## config.mk

```make
export PLATFORM = sky130hd
export DESIGN_NAME = board_controller
export DESIGN_NICKNAME = d
export VERILOG_FILES = /design/src/rtl/board_controller.sv
export SDC_FILE = /design/constraint.sdc
export NUM_CORES = 1
export LEC_CHECK = 0
export ABC_AREA = 1
export CAP_MARGIN = 20
export CORE_MARGIN = 2
export CORE_UTILIZATION = 55
export CTS_BUF_LIST = sky130_fd_sc_hd__clkbuf_4
export CTS_CLUSTER_SIZE = 8
export DETAILED_ROUTE_END_ITERATION = 10
export DONT_BUFFER_PORTS = 1
export PLACE_DENSITY_LB_ADDON = 0.2
export SETUP_SLACK_MARGIN = 0.3
export SLEW_MARGIN = 20
export SYNTH_ARGS = -nofsm -noshare
export SYNTH_HDL_FRONTEND = slang
export SYNTH_SLANG_ARGS = --single-unit
```

## constraint.sdc

```tcl
create_clock -name clk -period 2.9 [get_ports clk]
set_input_delay 0.145 -clock clk [delete_from_list [all_inputs] [get_ports clk]]
set_output_delay 0.145 -clock clk [all_outputs]
set_load 0.02 [all_outputs]
```

## src/rtl/board_controller.sv

```systemverilog
// board_controller
//   Game-state writer for the tic-tac-toe datapath. It turns debounced button
//   pulses into the board vector and the highlight vector that the VGA tile
//   renderer uses. It also owns the cursor, turn alternation, cursor
//   blink/preview, win/draw detection and new-game restart.
//
// Ports
//   clk        system clock
//   reset      synchronous, active-low reset
//   btn_up/down/left/right  single-cycle cursor move pulses (wrap in row/col)
//   btn_sel    place current player's mark at the cursor
//   btn_new    clear the board and start a new game
//   tiles      per tile k: [2k] occupied/visible, [2k+1] shape (1 = O, 0 = X)
//   color      per tile k: 1 = red, 0 = white
//   cursor     cursor tile index 0..8 (k = row*3 + col)
//   turn       player to move: 0 = X, 1 = O
//   winner     00 none, 01 X, 10 O, 11 draw
//   game_over  high in WIN and DRAW
//
// State  | meaning
// -------+-------------------------------------------------------------
// PLAY   | accepting moves and selections; cursor blinks, preview shown
// CHECK  | one cycle scoring the mark just placed for the player in turn
// WIN    | line completed; winning lines shown red until a new game
// DRAW   | board full with no line; waits for a new game

module board_controller #(
  parameter int BLINK_DIV = 25_000_000
) (
  input  logic        clk,
  input  logic        reset,
  input  logic        btn_up,
  input  logic        btn_down,
  input  logic        btn_left,
  input  logic        btn_right,
  input  logic        btn_sel,
  input  logic        btn_new,
  output logic [17:0] tiles,
  output logic [8:0]  color,
  output logic [3:0]  cursor,
  output logic        turn,
  output logic [1:0]  winner,
  output logic        game_over
);

  localparam int CW = (BLINK_DIV > 2) ? $clog2(BLINK_DIV) : 1;
  localparam logic [CW-1:0] CNT_LAST = CW'(BLINK_DIV - 1);

  // Bit masks of the eight scoring lines over tile indices.
  localparam logic [7:0][8:0] LINES = {
    9'b001_010_100,   // anti-diagonal 2,4,6
    9'b100_010_001,   // diagonal 0,4,8
    9'b100_100_100,   // column 2
    9'b010_010_010,   // column 1
    9'b001_001_001,   // column 0
    9'b111_000_000,   // row 2
    9'b000_111_000,   // row 1
    9'b000_000_111    // row 0
  };

  typedef enum logic [1:0] {
    S_PLAY,
    S_CHECK,
    S_WIN,
    S_DRAW
  } state_t;

  state_t        state_q, state_d;
  logic [8:0]    occ_q, occ_d;
  logic [8:0]    shape_q, shape_d;
  logic [8:0]    win_mask_q, win_mask_d;
  logic [3:0]    cursor_q, cursor_d;
  logic          turn_q, turn_d;
  logic [CW-1:0] cnt_q, cnt_d;
  logic          phase_q, phase_d;

  logic [8:0]    cursor_hot;
  logic [8:0]    mine;
  logic [8:0]    hit;
  logic [1:0]    row, col;
  logic [3:0]    cursor_moved;
  logic          any_move;

  assign cursor_hot = 9'd1 << cursor_q;
  assign mine       = occ_q & (turn_q ? shape_q : ~shape_q);
  assign any_move   = btn_up | btn_down | btn_left | btn_right;

  always_comb begin
    row = 2'd0;
    col = 2'd0;
    case (cursor_q)
      4'd0: begin row = 2'd0; col = 2'd0; end
      4'd1: begin row = 2'd0; col = 2'd1; end
      4'd2: begin row = 2'd0; col = 2'd2; end
      4'd3: begin row = 2'd1; col = 2'd0; end
      4'd4: begin row = 2'd1; col = 2'd1; end
      4'd5: begin row = 2'd1; col = 2'd2; end
      4'd6: begin row = 2'd2; col = 2'd0; end
      4'd7: begin row = 2'd2; col = 2'd1; end
      4'd8: begin row = 2'd2; col = 2'd2; end
      default: begin row = 2'd0; col = 2'd0; end
    endcase
  end

  // Move priority up > down > left > right; wrapping stays in the row/column.
  always_comb begin
    cursor_moved = cursor_q;
    if (btn_up)
      cursor_moved = (row == 2'd0) ? cursor_q + 4'd6 : cursor_q - 4'd3;
    else if (btn_down)
      cursor_moved = (row == 2'd2) ? cursor_q - 4'd6 : cursor_q + 4'd3;
    else if (btn_left)
      cursor_moved = (col == 2'd0) ? cursor_q + 4'd2 : cursor_q - 4'd1;
    else if (btn_right)
      cursor_moved = (col == 2'd2) ? cursor_q - 4'd2 : cursor_q + 4'd1;
  end

  // OR of every completed line, so a double win highlights both lines.
  always_comb begin
    hit = '0;
    for (int i = 0; i < 8; i++) begin
      if ((mine & LINES[i]) == LINES[i])
        hit = hit | LINES[i];
    end
  end

  always_comb begin
    state_d    = state_q;
    occ_d      = occ_q;
    shape_d    = shape_q;
    win_mask_d = win_mask_q;
    cursor_d   = cursor_q;
    turn_d     = turn_q;
    cnt_d      = cnt_q + 1'b1;
    phase_d    = phase_q;

    if (cnt_q == CNT_LAST) begin
      cnt_d   = '0;
      phase_d = ~phase_q;
    end

    if (btn_new) begin
      state_d    = S_PLAY;
      occ_d      = '0;
      shape_d    = '0;
      win_mask_d = '0;
      cursor_d   = 4'd4;
      turn_d     = 1'b0;
      cnt_d      = '0;
      phase_d    = 1'b0;
    end else begin
      case (state_q)
        S_PLAY: begin
          if (btn_sel) begin
            // A select on an occupied tile is swallowed, not passed to moves.
            if ((occ_q & cursor_hot) == 9'd0) begin
              occ_d   = occ_q | cursor_hot;
              shape_d = turn_q ? (shape_q | cursor_hot) : (shape_q & ~cursor_hot);
              state_d = S_CHECK;
            end
          end else if (any_move) begin
            cursor_d = cursor_moved;
            cnt_d    = '0;
            phase_d  = 1'b1;
          end
        end
        S_CHECK: begin
          if (hit != 9'd0) begin
            win_mask_d = hit;
            state_d    = S_WIN;
          end else if (&occ_q) begin
            state_d = S_DRAW;
          end else begin
            turn_d  = ~turn_q;
            state_d = S_PLAY;
          end
        end
        default: ;
      endcase
    end
  end

  always_ff @(posedge clk) begin
    if (!reset) begin
      state_q    <= S_PLAY;
      occ_q      <= '0;
      shape_q    <= '0;
      win_mask_q <= '0;
      cursor_q   <= 4'd4;
      turn_q     <= 1'b0;
      cnt_q      <= '0;
      phase_q    <= 1'b0;
    end else begin
      state_q    <= state_d;
      occ_q      <= occ_d;
      shape_q    <= shape_d;
      win_mask_q <= win_mask_d;
      cursor_q   <= cursor_d;
      turn_q     <= turn_d;
      cnt_q      <= cnt_d;
      phase_q    <= phase_d;
    end
  end

  logic [8:0] preview_hot;
  logic [8:0] vis;
  logic [8:0] shp;

  // The preview is the mover's mark blinking on an empty cursor tile.
  assign preview_hot = cursor_hot & ~occ_q & {9{phase_q && (state_q == S_PLAY)}};
  assign vis         = occ_q | preview_hot;
  assign shp         = (shape_q & occ_q) | (preview_hot & {9{turn_q}});

  always_comb begin
    tiles = '0;
    for (int k = 0; k < 9; k++) begin
      tiles[2*k]     = vis[k];
      tiles[2*k + 1] = shp[k];
    end
  end

  always_comb begin
    color     = '0;
    winner    = 2'b00;
    game_over = 1'b0;
    case (state_q)
      S_PLAY, S_CHECK: color = cursor_hot & {9{phase_q}};
      S_WIN: begin
        color     = win_mask_q;
        winner    = {turn_q, ~turn_q};
        game_over = 1'b1;
      end
      S_DRAW: begin
        winner    = 2'b11;
        game_over = 1'b1;
      end
      default: ;
    endcase
  end

  assign cursor = cursor_q;
  assign turn   = turn_q;

endmodule

```

== After elaboration in Yosys (flattened, before gate mapping) ==
Memory sizes are Yosys's and may differ from the RTL's. A register that Yosys moved wholly into a read port is not among the register bits.
Cells that the tools add are included.
W data, S select, Z words.
Operators by class
  add/subtract/negate cells: 9
  eq/ne operators: 16
  shift-type cells: 1
  multiplexer cells: 36
  bitwise operators: 24
  reductions and logical operators: 17
Operators with widths (count)
  $mux W25: 4
  $and A9 B9 Y9: 8
  $mux W9: 5
  $mux W4: 10
  $or A9 B9 Y9: 4
  $not A9 Y9: 3
  $add A25 B1 Y25 const B: 1
  $eq A25 B25 Y1 const B: 1
  $eq A3 B3 Y1 const B: 8
  $pmux W9 S2: 1
  $mux W7: 2
  $logic_not A9 Y1: 1
  $reduce_and A3 Y1: 3
  $reduce_and A9 Y1: 1
  $reduce_bool A9 Y1: 1
  $shl A1 B4 Y9 const A: 1
  $add A4 B2 Y4 const B: 2
  $eq A2 B2 Y1 const B: 4
  $mux W2: 4
  $mux W8: 1
  $pmux W2 S2: 2
  $sub A4 B2 Y4 const B: 2
  $logic_not A2 Y1: 3
  $mux W6: 1
  other kinds (16): 30
Word-level totals
  flip-flop bits (word level): 60
  bits in read-only memories: 64
  logic and storage cells: 112
  memories: 1
Memories
  (name not given): depth 16, width 4, rd ports 1, clocked after memory_dff 1, wr ports 0, RTL line 91  | case (cursor_q)

== Longest topological paths before layout ==
Gate-level depths: netlist of run 1.
  word-level depth: 15
  gate-level depth with buffers: 16
  gate-level depth less buffers: 15

== Worst setup path after synthesis of run 1 ==
OpenSTA, ideal clock, no wires.
  path kind: register to register
  start point: register cursor_q[1] (netlist: cursor[1])
  end point: register, netlist name col[0]
  library setup time: 0.070 ns
  arrival time: 2.421 ns
  data required time: 2.830 ns
  path slack: 0.409 ns
  cell stages (with the launch flop): 12
  buffers on the path: 0
  cell sequence: dfxtp_1 > inv_1 > ha_1 > inv_1 > o211a_1 > nor2_1 > nand3_1 > o21ai_0 > inv_1 > ha_1 > or2_2 > a21oi_1
Between the ends
  cells in the longest elaborated chain, start to end: 8
  elaborated cells on any way between the ends: 18
  those cells by class: 8 x add/sub; 10 x mux
RTL lines
  start: declaration: RTL line 72  | logic [3:0] cursor_q, cursor_d;
  start signal: assignment: RTL line 198  | cursor_q <= cursor_d;
  $add A4 B1 Y4 or $sub A4 B2 Y4 (tied branches): RTL line 115  | cursor_moved = (col == 2'd2) ? cursor_q - 4'd2 : cursor_q + 4'd1;
  $mux W4: RTL line 115
  $mux W4: RTL line 114  | else if (btn_right)
  $mux W4: RTL line 112  | else if (btn_left)
  $mux W4: RTL line 110  | else if (btn_down)
  $mux W4: RTL line 108  | if (btn_up)
  $mux W4 (no line) * (2 in series)
Every way passes the cells marked *; elsewhere a longest branch is shown, timed or not. The select of a mux whose other input is x is not followed.
A chain may end at the register's enable or synchronous reset.

== Final worst setup path of run 1 ==
  start point: register state_q[1]
  end point: output port tiles[2]
Between the ends
  cells in the longest elaborated chain, start to end: 4
RTL lines
  start: declaration: RTL line 68  | state_t state_q, state_d;
  start signal: assignment: RTL line 194  | state_q <= state_d;
  $logic_not A2 Y1: RTL line 210  | assign preview_hot = cursor_hot & ~occ_q & {9{phase_q && (state_q == S_PLAY)}};
  $logic_and A1 B1 Y1: RTL line 210
  $and A9 B9 Y9: RTL line 210
  $or A9 B9 Y9: RTL line 211  | assign vis = occ_q | preview_hot;
  end: declaration: RTL line 38  | output logic [17:0] tiles,
Every way passes these cells.

==> metrics.csv, run 1 <==
stage;metric;value;unit
place;placed cells;727;
layout;final design utilization;0.610;
floorplanning;Core Area;0.00721;mm²
routing;DRT antenna net count;0;
setup_path;startpoint class of the critical path;register;
status;outcome;completed;
layout;post-route design area;0.00440;mm²
logic_synthesis;Post-Syn Instances;624;
layout;ant diodes;0;
routing;via count;4050;
flow_run;Max-Cap Viols;0;
cts;# Post-CTS Setup Buffers;0;
place;Post-DP HPWL;7.75;mm
setup_path;crit end category;output port;
power_and_ir_drop;Leakage;1.93;nW
sta;WHS;0.0754;ns
sta;Slew @ Worst Pin;0.782;ns
cts;clk_lat worst skew;0.40;ns
logic_synthesis;Seq/Total Area, Yosys;0.315;
layout;Multi-input gate area;0.00243;mm²
worst_hold_path;Hold Crit Depth;4;
cts;Sink Count;64;
cts;Clock Path Buffers;2;
cts;CTS Buf Count;9;
sta;final setup violation count;0;
global_route;number of global-route vias before repair;3731;
setup_path;CP peak stage delay;0.60;ns
sta;setup tns final;0;ns
setup_path;CP most frequent cell;inv_1;
setup_path;worst flop-to-flop path endpoint;col[0]$_SDFF_PP0_;
routing;WL met3;720;µm
cts;H-tree levels;3;
routing;drt via density;5.45;
sta;Worst Skew;0.0212;ns
floorplanning;chip width;90.1;µm
global_route;initial antenna violation count;0;
routing;highest routed layer;met4;
setup_path;Crit Path Class;register to output port;
setup_path;Setup crit end;tiles[2];
cts;root buf cell;clkbuf_4;
logic_synthesis;Post-Syn Area;0.00407;mm²
layout;commonest non-fill, non-tap cell in the layout;nand2_1;
layout;Reg area;0.00128;mm²
power_and_ir_drop;Pwr Total;1.70;mW
layout;area grow syn2layout;8.02;%
sta;RSZ-0062 raised after global routing;no;
routing;Starting DRT DRC Count;234;
logic_synthesis;Synth Register Bits;64;
sta;worst rel slew slack;0.473;
routing;met1 WL;4.51;mm
place;Place WS;0.449;ns
power_and_ir_drop;Cell Pwr Density;386;mW/mm²
global_route;total gr overflow;0;
setup_path;crit path launch;state_q[1]$_SDFFE_PP0P_;
layout;proportion of layout cells with a drive suffix above 1;0.115;
layout;Final nets;664;
logic_synthesis;post-synthesis net count;649;
global_route;largest net degree at the start of global routing;35;
routing;met2 WL post-DR;4.86;mm
logic_synthesis;YS warnings;0;
sta;Slew Viols, Final;0;
routing;Final Routed Wirelength;10.2;mm
floorplanning;row cnt;31;
cts;CTS tree;built;
setup_path;Required @ worst endpoint;2.76;ns
routing;drt pass-1 iters;5;
floorplanning;Die Y;90.1;µm
setup_path;Reg2Reg Setup Slack;0.59;ns
place;Port Buffers;0;
floorplanning;die area;0.00811;mm²
global_route;Tot GR Track Use;0.259;
setup_path;critical path arrival;2.20;ns
setup_path;crit-path max FO;14;
setup_path;Worst path slowest cell;o21ai_0;
routing;DRC Markers;0;
worst_hold_path;Hold WC Path Type;input pin to register;
logic_synthesis;Synth cell types;38;
logic_synthesis;Mean Syn Cell Area;6.53;µm²
floorplanning;Initial Util;0.565;
sta;Final Worst Setup Slack;0.556;ns
sta;Final period util;0.808;
floorplanning;num ports;43;
place;routability cong.;0.960;
setup_path;R2R Path Start;cursor[0]$_SDFFE_PP0N_;
layout;commonest non-fill, non-tap cells in the layout;nand2_1, nor2_1, inv_1;
cts;Reg clk slew, reported paths;0.11;ns
routing;wire length per cell;13.8;µm
sta;FMAX;427;MHz
setup_path;R2R depth;12;
sta;final hold vios;0;
layout;fin cells;743;
place;dpl cell area;0.00426;mm²
sta;min cycle time layout;2.34;ns
global_route;first-pass GRT wire length;17.4;mm
setup_path;critical-path cell list;buf_4 > inv_1 > nand2_2 > nor2_2 > inv_1 > o21ai_0;
layout;fillcell total;732;
power_and_ir_drop;worst vdd ir;0.304;mV
[synth_stat cells (all sizes together)]
cell type | number | area (µm²)
a211oi | 1 | 7.51
a21oi | 38 | 190
a31oi | 2 | 12.5
buf | 6 | 38.8
clkbuf | 8 | 30.0
clkinv | 1 | 3.75
dfxtp | 64 | 1280
ha | 17 | 213
inv | 79 | 297
nand2 | 149 | 579
nand3 | 57 | 320
nand3b | 2 | 15.0
nand4 | 8 | 50.1
nor2 | 107 | 465
nor3 | 8 | 67.6
nor3b | 1 | 7.51
nor4 | 5 | 31.3
o211a | 1 | 10.0
o211ai | 5 | 37.5
o21ai | 40 | 200
o21bai | 5 | 52.6
o22ai | 4 | 25.0
o41ai | 7 | 61.3
or2 | 1 | 6.26
xnor2 | 1 | 8.76
xor2 | 7 | 61.3
[kinds of logic (layout without fill, tap and decap cells)]
| logic type | Yosys count | after routing | synth area share |
|---|---|---|---|
| adders and majority gates | 17 | 17 | 0.0522 |
| DFF | 64 | 64 | 0.315 |
| buffers and inverters | 94 | 114 | 0.0906 |
| and+or+nand+nor | 338 | 338 | 0.379 |
| xor gates and xnor gates | 8 | 8 | 0.0172 |
| AOI/OAI and AO/OA | 103 | 103 | 0.147 |
[cell type report]
| type | count | share of cell area |
|---|---|---|
| multi-input cells | 466 | 0.552 |
| flip-flops and latches | 64 | 0.292 |
| inverters | 80 | 0.0683 |
| repair buffers | 18 | 0.0307 |
| well taps | 99 | 0.0282 |
| clock buffers | 9 | 0.0154 |
| clock inverters | 7 | 0.0142 |
[power by group]
group	switching [mW]	internal [mW]	leakage (nW)	total (mW)
clock network	0.328	0.254	0.0684	0.582
logic	0.147	0.0635	1.35	0.211
registers	0.0118	0.893	0.518	0.905
total	0.487	1.21	1.93	1.70
[routing by layer]
| metal | vias up | track usage |
|---|---|---|
| li1 | 2068 | - |
| met1 | 1832 | 0.334 |
| met2 | 139 | 0.446 |
| met3 | 11 | 0.0427 |
| met4 | 0 | 0.0795 |
| met5 | - | 0 |
[timing repair]
action / 4_1_cts / 5_1_grt
endpoints found under the setup margin: 0 / 20
hold buffers: 0 / 0
resized for setup: 0 / 4
[worst min-delay path by stage]
stage,startpoint,end
floorplan,btn_new,register
global placement,cnt_q[0]$_SDFF_PP0_,cnt_q[0]$_SDFF_PP0_
detailed placement,cnt_q[0]$_SDFF_PP0_,cnt_q[0]$_SDFF_PP0_
CTS,btn_down,cursor[1]$_SDFFE_PP0N_
global route,btn_new,phase_q$_SDFF_PP0_
finish,btn_down,cursor[1]$_SDFFE_PP0N_
[critical path: cells and delay by family, from the launching register on]
family,cells,cell delay [ns]
compound gates,1,0.60
flops,1,0.33
buf+inv,3,0.55
simple gates,2,0.32
No activity file was read; power rests on OpenSTA's default activity.
==> inputs of run 2 (changes only) <==
--- a/config.mk
+++ b/config.mk
@@ -5,7 +5,7 @@
 export SDC_FILE = /design/constraint.sdc
 export NUM_CORES = 1
 export LEC_CHECK = 0
-export ABC_AREA = 1
+export ABC_AREA = 0
 export CAP_MARGIN = 20
 export CORE_MARGIN = 2
 export CORE_UTILIZATION = 55
==> constraint.sdc (replaced) <==
create_clock -name clk -period 2.2 [get_ports clk]
set_input_delay 0.11 -clock clk [delete_from_list [all_inputs] [get_ports clk]]
set_output_delay 0.11 -clock clk [all_outputs]
set_load 0.02 [all_outputs]
==> run 2 against run 1 <==
Against the previous run:
- the flow now finishes with violations (setup timing)
- global-route usage rose by 6.4 points
- first-iteration DRC count grew 100%
- core utilization increased by 24 points
- clock-buffer cell count unchanged
- flip-flop and latch count is the same
- clock skew about the same
- highest routed layer unchanged
==> metrics.csv, run 2 <==
stage;metric;value;unit;change
layout;proportion of layout cells with a drive suffix above 1;0.379;;+0.264
logic_synthesis;share of the synthesized area in the top cell type;0.325;;+0.0104
floorplanning;row cnt;30;;-3.2%
routing;Starting DRT DRC Count;478;;+100%
logic_synthesis;Post-Syn Instances;507;;-19%
floorplanning;num ports;43;;unchanged
global_route;initial antenna violation count;0;;unchanged
setup_path;crit-path max FO;5;;-9
setup_path;Reg2Reg Setup Slack;-0.13;ns;-0.72 ns
floorplanning;Die Y;88.7;µm;-1.5%
cts;Clock Path Buffers;2;;unchanged
sta;worst rel slew slack;0.657;;+0.184
logic_synthesis;Post-Syn Area;0.00394;mm²;-3.2%
power_and_ir_drop;Comb pwr share;0.195;;+0.071
sta;final hold vios;0;;unchanged
cts;Sink Count;64;;unchanged
logic_synthesis;Synth Flop Type;dfxtp_1;;
logic_synthesis;post-synthesis net count;532;;-18%
routing;DRT antenna net count;0;;unchanged
floorplanning;die area;0.00786;mm²;-3.1%
sta;Final period util;1.06;;
sta;min cycle time layout;2.33;ns;
setup_path;critical path arrival;2.66;ns;+0.46 ns
setup_path;R2R Path Start;cursor[1]$_SDFFE_PP0N_;;
global_route;Tot GR Track Use;0.323;;+0.0639
setup_path;startpoint class of the critical path;register;;
logic_synthesis;Synth cell types;54;;+42%
layout;fillcell total;363;;-50%
status;outcome;finished, violations left;;
setup_path;R2R depth;11;;-1
power_and_ir_drop;Leakage;2.17;nW;+12%
status;failing checks;setup timing;;
layout;Reg area;0.00131;mm²;+1.8%
logic_synthesis;YS warnings;0;;unchanged
worst_hold_path;Hold Crit Depth;3;;-1
logic_synthesis;ys async rst share;0;;unchanged
power_and_ir_drop;Seq pwr share;0.426;;-0.107
global_route;total gr overflow;0;;unchanged
place;Place WS;0.0255;ns;-0.424 ns
sta;Final Worst Setup Slack;-0.134;ns;-0.690 ns
logic_synthesis;Synth top cells by count;nor2_1, dfxtp_1, nand2_1, nand3_1, o21ai_0;;
routing;wire length per cell;21.7;µm;+58%
logic_synthesis;Mean Syn Cell Area;7.78;µm²;+19%
place;placed cells;629;;-13%
layout;commonest non-fill, non-tap cell in the layout;buf_4;;
cts;CTS Buf Count;9;;unchanged
setup_path;Crit Path Class;register to register;;
place;dpl cell area;0.00444;mm²;+4.2%
layout;post-route design area;0.00581;mm²;+32%
logic_synthesis;Seq/Total Area, Yosys;0.325;;+0.0104
floorplanning;Initial Util;0.574;;+0.00944
logic_synthesis;area leader, netlist;dfxtp_1;;
routing;drt pass-1 iters;7;;+2
floorplanning;chip width;88.7;µm;-1.5%
place;Port Buffers;0;;unchanged
power_and_ir_drop;Cell Pwr Density;491;mW/mm²;+27%
sta;RSZ-0062 raised after global routing;yes;;
setup_path;Required @ worst endpoint;2.53;ns;-0.23 ns
power_and_ir_drop;Pwr Total;2.85;mW;+68%
sta;FMAX;429;MHz;
routing;via count;4529;;+12%
power_and_ir_drop;sw power;0.852;mW;+75%
logic_synthesis;dominant cells by area after synthesis;dfxtp_1, nor2_1, nand2_1;;
cts;H-tree levels;3;;unchanged
sta;final setup violation count;18;;+18
place;Post-DP HPWL;8.04;mm;+3.8%
power_and_ir_drop;Pint;2.00;mW;+65%
worst_hold_path;Hold WC Path Type;input pin to register;;
sta;WHS;0.0181;ns;-0.0573 ns
sta;Worst Skew;0.0210;ns;-0.000247 ns
logic_synthesis;number of synthesized flops with an enable pin;0;;unchanged
layout;Multi-input gate area;0.00318;mm²;+31%
setup_path;crit end category;register;;
routing;drt via density;6.54;;+20%
cts;CTS tree;built;;
cts;root buf cell;clkbuf_4;;
routing;DRC Markers;0;;unchanged
routing;Final Routed Wirelength;15.1;mm;+47%
global_route;largest net degree at the start of global routing;29;;-17%
global_route;first-pass GRT wire length;19.7;mm;+13%
logic_synthesis;most common cell in the synthesized netlist;nor2_1;;
worst_hold_path;Hold Crit Endpoint;state_q[0]$_SDFFE_PP0P_;;
power_and_ir_drop;Clk pwr share;0.379;;+0.036
layout;commonest non-fill, non-tap cells in the layout;buf_4, nor2_1, dfxtp_1;;
global_route;number of global-route vias before repair;3901;;+4.6%
floorplanning;Core Area;0.00687;mm²;-4.8%
power_and_ir_drop;worst vdd ir;0.648;mV;+110%
power_and_ir_drop;Switching Share;0.298;;+0.0119
cts;clk_lat worst skew;0.44;ns;+0.04 ns
worst_hold_path;min-delay src;reset;;
cts;Reg clk slew, reported paths;0.12;ns;about the same
flow_run;Max-Cap Viols;0;;unchanged
layout;fin cells;693;;-6.7%
layout;Final nets;617;;-7.1%
logic_synthesis;Synth Register Bits;64;;unchanged
layout;ant diodes;0;;unchanged
place;routability cong.;0.890;;-7.2%
layout;area grow syn2layout;47.5;%;
sta;Slew Viols, Final;0;;unchanged
sta;Slew @ Worst Pin;0.510;ns;-0.272 ns
## run 2: repair_timing
item	CTS	global route
cloned	1	0
hold buffers	4	0
endpoints found under the setup margin	60	81
pin swaps	26	43
setup buffers	22	21
endpoints found under the hold margin	5	0
resized for setup	79	99
## run 2: cells by family after synthesis
logic type | count (synthesis) | synth area share
buffers and inverters | 49 | 0.0520
AND/OR/NAND/NOR | 219 | 0.268
XOR/XNOR | 35 | 0.0778
adder cells (fa/ha/maj) | 17 | 0.0540
flip-flops | 64 | 0.325
multiplexers | 13 | 0.0336
AO/OA/AOI/OAI | 110 | 0.189
## run 2: how the worst max path moves through the flow
stage / startpoint / to / slack, ns
after floorplan: turn$_SDFFE_PP0P_ / turn$_SDFFE_PP0P_ / 0.09
after global placement: turn$_SDFFE_PP0P_ / win_mask_q[6]$_SDFFE_PP0P_ / 0.05
after detailed placement: turn$_SDFFE_PP0P_ / win_mask_q[6]$_SDFFE_PP0P_ / 0.03
after CTS: turn$_SDFFE_PP0P_ / turn$_SDFFE_PP0P_ / 0.06
after global routing: cursor[1]$_SDFFE_PP0N_ / register / -0.20
final: cursor[1]$_SDFFE_PP0N_ / register / -0.13
## run 2: routing by layer
metal / global-route usage / wire length, µm / vias to the layer above
met4: 0.168 / 1060 / 0
met3: 0.0681 / 1520 / 119
li1: - / - / 1963
met2: 0.523 / 7130 / 377
met5: 0 / 0 / -
met1: 0.405 / 5350 / 2070
## run 2: layout make-up
type	count	area share
Timing Repair Buffer	100	0.160
Clock buffer	9	0.0116
Sequential cell	64	0.224
Clock inverter	7	0.0204
Multi-Input combinational cell	394	0.547
Tap cell	96	0.0207
Inverter	23	0.0164
## run 2: power groups by stage
stage	Sequential (mW)	Clock, mW	Combinational [mW]
after global placement	1.23	0	0.307
after CTS	1.21	1.06	0.406
after global routing	1.22	1.12	0.583
final	1.22	1.08	0.557
after floorplan	1.22	0	0.234
after detailed placement	1.24	0	0.311
## run 2: stage by stage
step	TNS, ns	utilization
6_report	-1.27	0.846
5_1_grt	-3.18	0.846
4_1_cts	0	0.758
3_5_place_dp	0	0.647
3_3_place_gp	0	0.647
2_1_floorplan	0	-
## run 2: critical path: stages (launching register included)
cell and delay [ns]:
dfxtp_4 0.39, ha_4 0.18, ha_4 0.16, a222oi_1 0.42
a31oi_1 0.19, a211oi_2 0.24, buf_4 0.18, buf_8 0.15
buf_6 0.11, nand2_2 0.06, nand2_1 0.09, a21oi_1 0.07
==> inputs of run 3 (changes only) <==
--- a/config.mk
+++ b/config.mk
@@ -13,7 +13,8 @@
 export CTS_CLUSTER_SIZE = 8
 export DETAILED_ROUTE_END_ITERATION = 10
 export DONT_BUFFER_PORTS = 1
-export PLACE_DENSITY_LB_ADDON = 0.2
+export PLACE_DENSITY = 0.67
+export REMOVE_ABC_BUFFERS = 1
 export SETUP_SLACK_MARGIN = 0.3
 export SLEW_MARGIN = 20
 export SYNTH_ARGS = -nofsm -noshare
==> run 3 against run 2 <==
Against the previous run:
- the flow still finishes with violations (setup timing)
- flip-flop and latch count is the same
- non-clock buffer count shrank 4
- final cell count shrank 0.87%
- die area is the same
- register-to-register slack gained 0.07 ns
- clock-buffer cell count is the same
- first-iteration DRC count shrank 8.8%
- core utilization shrank 3.1 points
- hold slack gained 0.010 ns
- global-route usage grew 0.32 points
- via count shrank 2.5%
==> metrics.csv, run 3 (same netlist as run 2, synthesis figures left out) <==
stage;metric;value;unit;change
place;Post-DP HPWL;8.13;mm;+1.2%
status;failing checks;setup timing;;
sta;final setup violation count;3;;-15
power_and_ir_drop;Cell Pwr Density;465;mW/mm²;-5.3%
global_route;Tot GR Track Use;0.327;;+0.00322
setup_path;critical path arrival;2.59;ns;-0.07 ns
cts;CTS tree;built;;
setup_path;startpoint class of the critical path;register;;
sta;min cycle time layout;2.27;ns;-0.0675 ns
layout;area grow syn2layout;42.0;%;
layout;fillcell total;406;;+12%
floorplanning;Initial Util;0.574;;unchanged
layout;Final nets;613;;-0.65%
floorplanning;die area;0.00786;mm²;unchanged
routing;wire length per cell;20.5;µm;-5.6%
power_and_ir_drop;Seq pwr share;0.466;;+0.040
sta;Slew Viols, Final;0;;unchanged
cts;root buf cell;clkbuf_4;;
routing;drt pass-1 iters;5;;-2
sta;Final Worst Setup Slack;-0.0660;ns;+0.0675 ns
cts;Clock Path Buffers;2;;unchanged
setup_path;crit-path max FO;6;;+1
routing;Final Routed Wirelength;14.1;mm;-6.5%
flow_run;Max-Cap Viols;0;;unchanged
place;dpl cell area;0.00447;mm²;+0.73%
sta;Final period util;1.03;;-0.0307
cts;clk_lat worst skew;0.43;ns;about the same
global_route;total gr overflow;0;;unchanged
floorplanning;chip width;88.7;µm;unchanged
sta;RSZ-0062 raised after global routing;yes;;
setup_path;crit end category;register;;
cts;Sink Count;64;;unchanged
layout;final design utilization;0.815;;-0.0313
floorplanning;Core Area;0.00687;mm²;unchanged
power_and_ir_drop;Leakage;2.13;nW;-1.6%
power_and_ir_drop;Pint;1.83;mW;-8.4%
power_and_ir_drop;sw power;0.768;mW;-9.8%
place;routability cong.;0.904;;+1.6%
power_and_ir_drop;worst vdd ir;0.536;mV;-17%
status;outcome;finished, violations left;;
layout;ant diodes;0;;unchanged
setup_path;CP peak stage delay;0.40;ns;-0.02 ns
routing;DRT antenna net count;0;;unchanged
setup_path;Required @ worst endpoint;2.52;ns;about the same
global_route;largest net degree at the start of global routing;30;;+3.4%
global_route;number of global-route vias before repair;3992;;+2.3%
setup_path;CP most frequent cell;ha_4;;
sta;final hold vios;0;;unchanged
place;Place WS;-0.0626;ns;-0.0881 ns
layout;commonest non-fill, non-tap cell in the layout;buf_4;;
floorplanning;num ports;43;;unchanged
cts;H-tree levels;3;;unchanged
worst_hold_path;Hold WC Path Type;input pin to register;;
routing;Starting DRT DRC Count;436;;-8.8%
cts;CTS Buf Count;9;;unchanged
routing;via count;4415;;-2.5%
sta;setup tns final;-0.0904;ns;+1.18 ns
power_and_ir_drop;Clk pwr share;0.341;;-0.038
routing;drt via density;6.43;;-1.7%
sta;FMAX;441;MHz;+3.0%
setup_path;Worst path slowest cell;dfxtp_4;;
power_and_ir_drop;Comb pwr share;0.193;;-0.002
global_route;initial antenna violation count;0;;unchanged
setup_path;critical-path cell list;ha_4 > ha_4 > a222oi_1 > a31oi_1 > a211oi_2 > buf_6 > nand3_2 > mux2i_1 > nor2_1;;
global_route;first-pass GRT wire length;19.7;mm;about the same
floorplanning;Die Y;88.7;µm;unchanged
layout;proportion of layout cells with a drive suffix above 1;0.379;;+0.000459
sta;Slew @ Worst Pin;0.542;ns;+0.0325 ns
layout;commonest non-fill, non-tap cells in the layout;buf_4, nor2_1, dfxtp_1;;
power_and_ir_drop;Switching Share;0.295;;-0.00329
cts;Reg clk slew, reported paths;0.11;ns;about the same
routing;DRC Markers;0;;unchanged
sta;worst rel slew slack;0.637;;-0.0194
layout;post-route design area;0.00560;mm²;-3.7%
setup_path;Crit Path Class;register to register;;
sta;Worst Skew;0.0148;ns;-0.00623 ns
floorplanning;row cnt;30;;unchanged
place;Port Buffers;0;;unchanged
run 3: cell types whose count changed in the layout (fill, tap and decap cells not counted), sizes merged:
cell,delta
dlygate4sd3,-3
bufinv,-1
bufbuf,+1
clkinv,+1
buf,-2
clkinvlp,-2
run 3: through the flow:
stage / hold WS [ns] / power [mW] / std cells
detailed placement: 0.327 / 1.55 / 646
global route: 0.0267 / 2.69 / 687
finish: 0.0286 / 2.60 / 687
global placement: 0.328 / 1.54 / 646
floorplan: 0.308 / 1.43 / 481
CTS: 0.0259 / 2.48 / 671
run 3: worst max-delay path, delay by kind of cell (launching register included):
family	cells	cell delay, ns
AO/OA/AOI/OAI	3	0.84
adder cells (fa/ha/maj)	2	0.34
buffers and inverters	1	0.20
flip-flops	1	0.40
multiplexers	1	0.22
AND/OR/NAND/NOR	2	0.17
run 3: power by group through the flow:
stage / Sequential, mW / Combinational (mW) / Clock (mW)
2_1_floorplan: 1.24 / 0.187 / 0
3_3_place_gp: 1.22 / 0.317 / 0
3_5_place_dp: 1.23 / 0.321 / 0
4_1_cts: 1.21 / 0.405 / 0.865
5_1_grt: 1.22 / 0.527 / 0.949
6_report: 1.21 / 0.502 / 0.887
run 3: area by class of cell:
type | count | area (µm²) | share of cell area
clock buffer | 9 | 67.6 | 0.0121
clock inverter | 5 | 73.8 | 0.0132
inverter | 23 | 91.3 | 0.0163
multi-input combinational | 394 | 3100 | 0.554
sequential | 64 | 1310 | 0.234
tap | 96 | 120 | 0.0215
timing repair buffer | 96 | 838 | 0.150
run 3: layer usage:
layer  global-route usage  up-vias  routed length, µm
met1                0.372     2112               5170
li1                     -     1952                  -
met2                0.564      269               6970
met5                    0        -                  0
met3               0.0634       82               1070
met4                0.194        0                886
run 3: what timing repair did:
| action | in CTS | in global routing |
|---|---|---|
| endpoints found under the setup margin | 62 | 82 |
| pin swaps | 43 | 24 |
| setup buffers | 8 | 16 |
| resized for setup | 114 | 56 |
| endpoints found under the hold margin | 1 | 0 |
| hold buffers | 1 | 0 |
| cloned | 2 | 0 |
run 3: final timing paths:
check / start / endpoint / slack (ns) / cells after the start
worst max-delay path: cursor[1]$_SDFFE_PP0N_ / register / -0.07 / 9
worst min-delay path: btn_up / cursor[3]$_SDFFE_PP0N_ / 0.03 / 2
worst max register to register: cursor[1]$_SDFFE_PP0N_ / register / -0.07 / 9
worst min register to register: cnt_q[0]$_SDFF_PP0_ / cnt_q[0]$_SDFF_PP0_ / 0.46 / 1
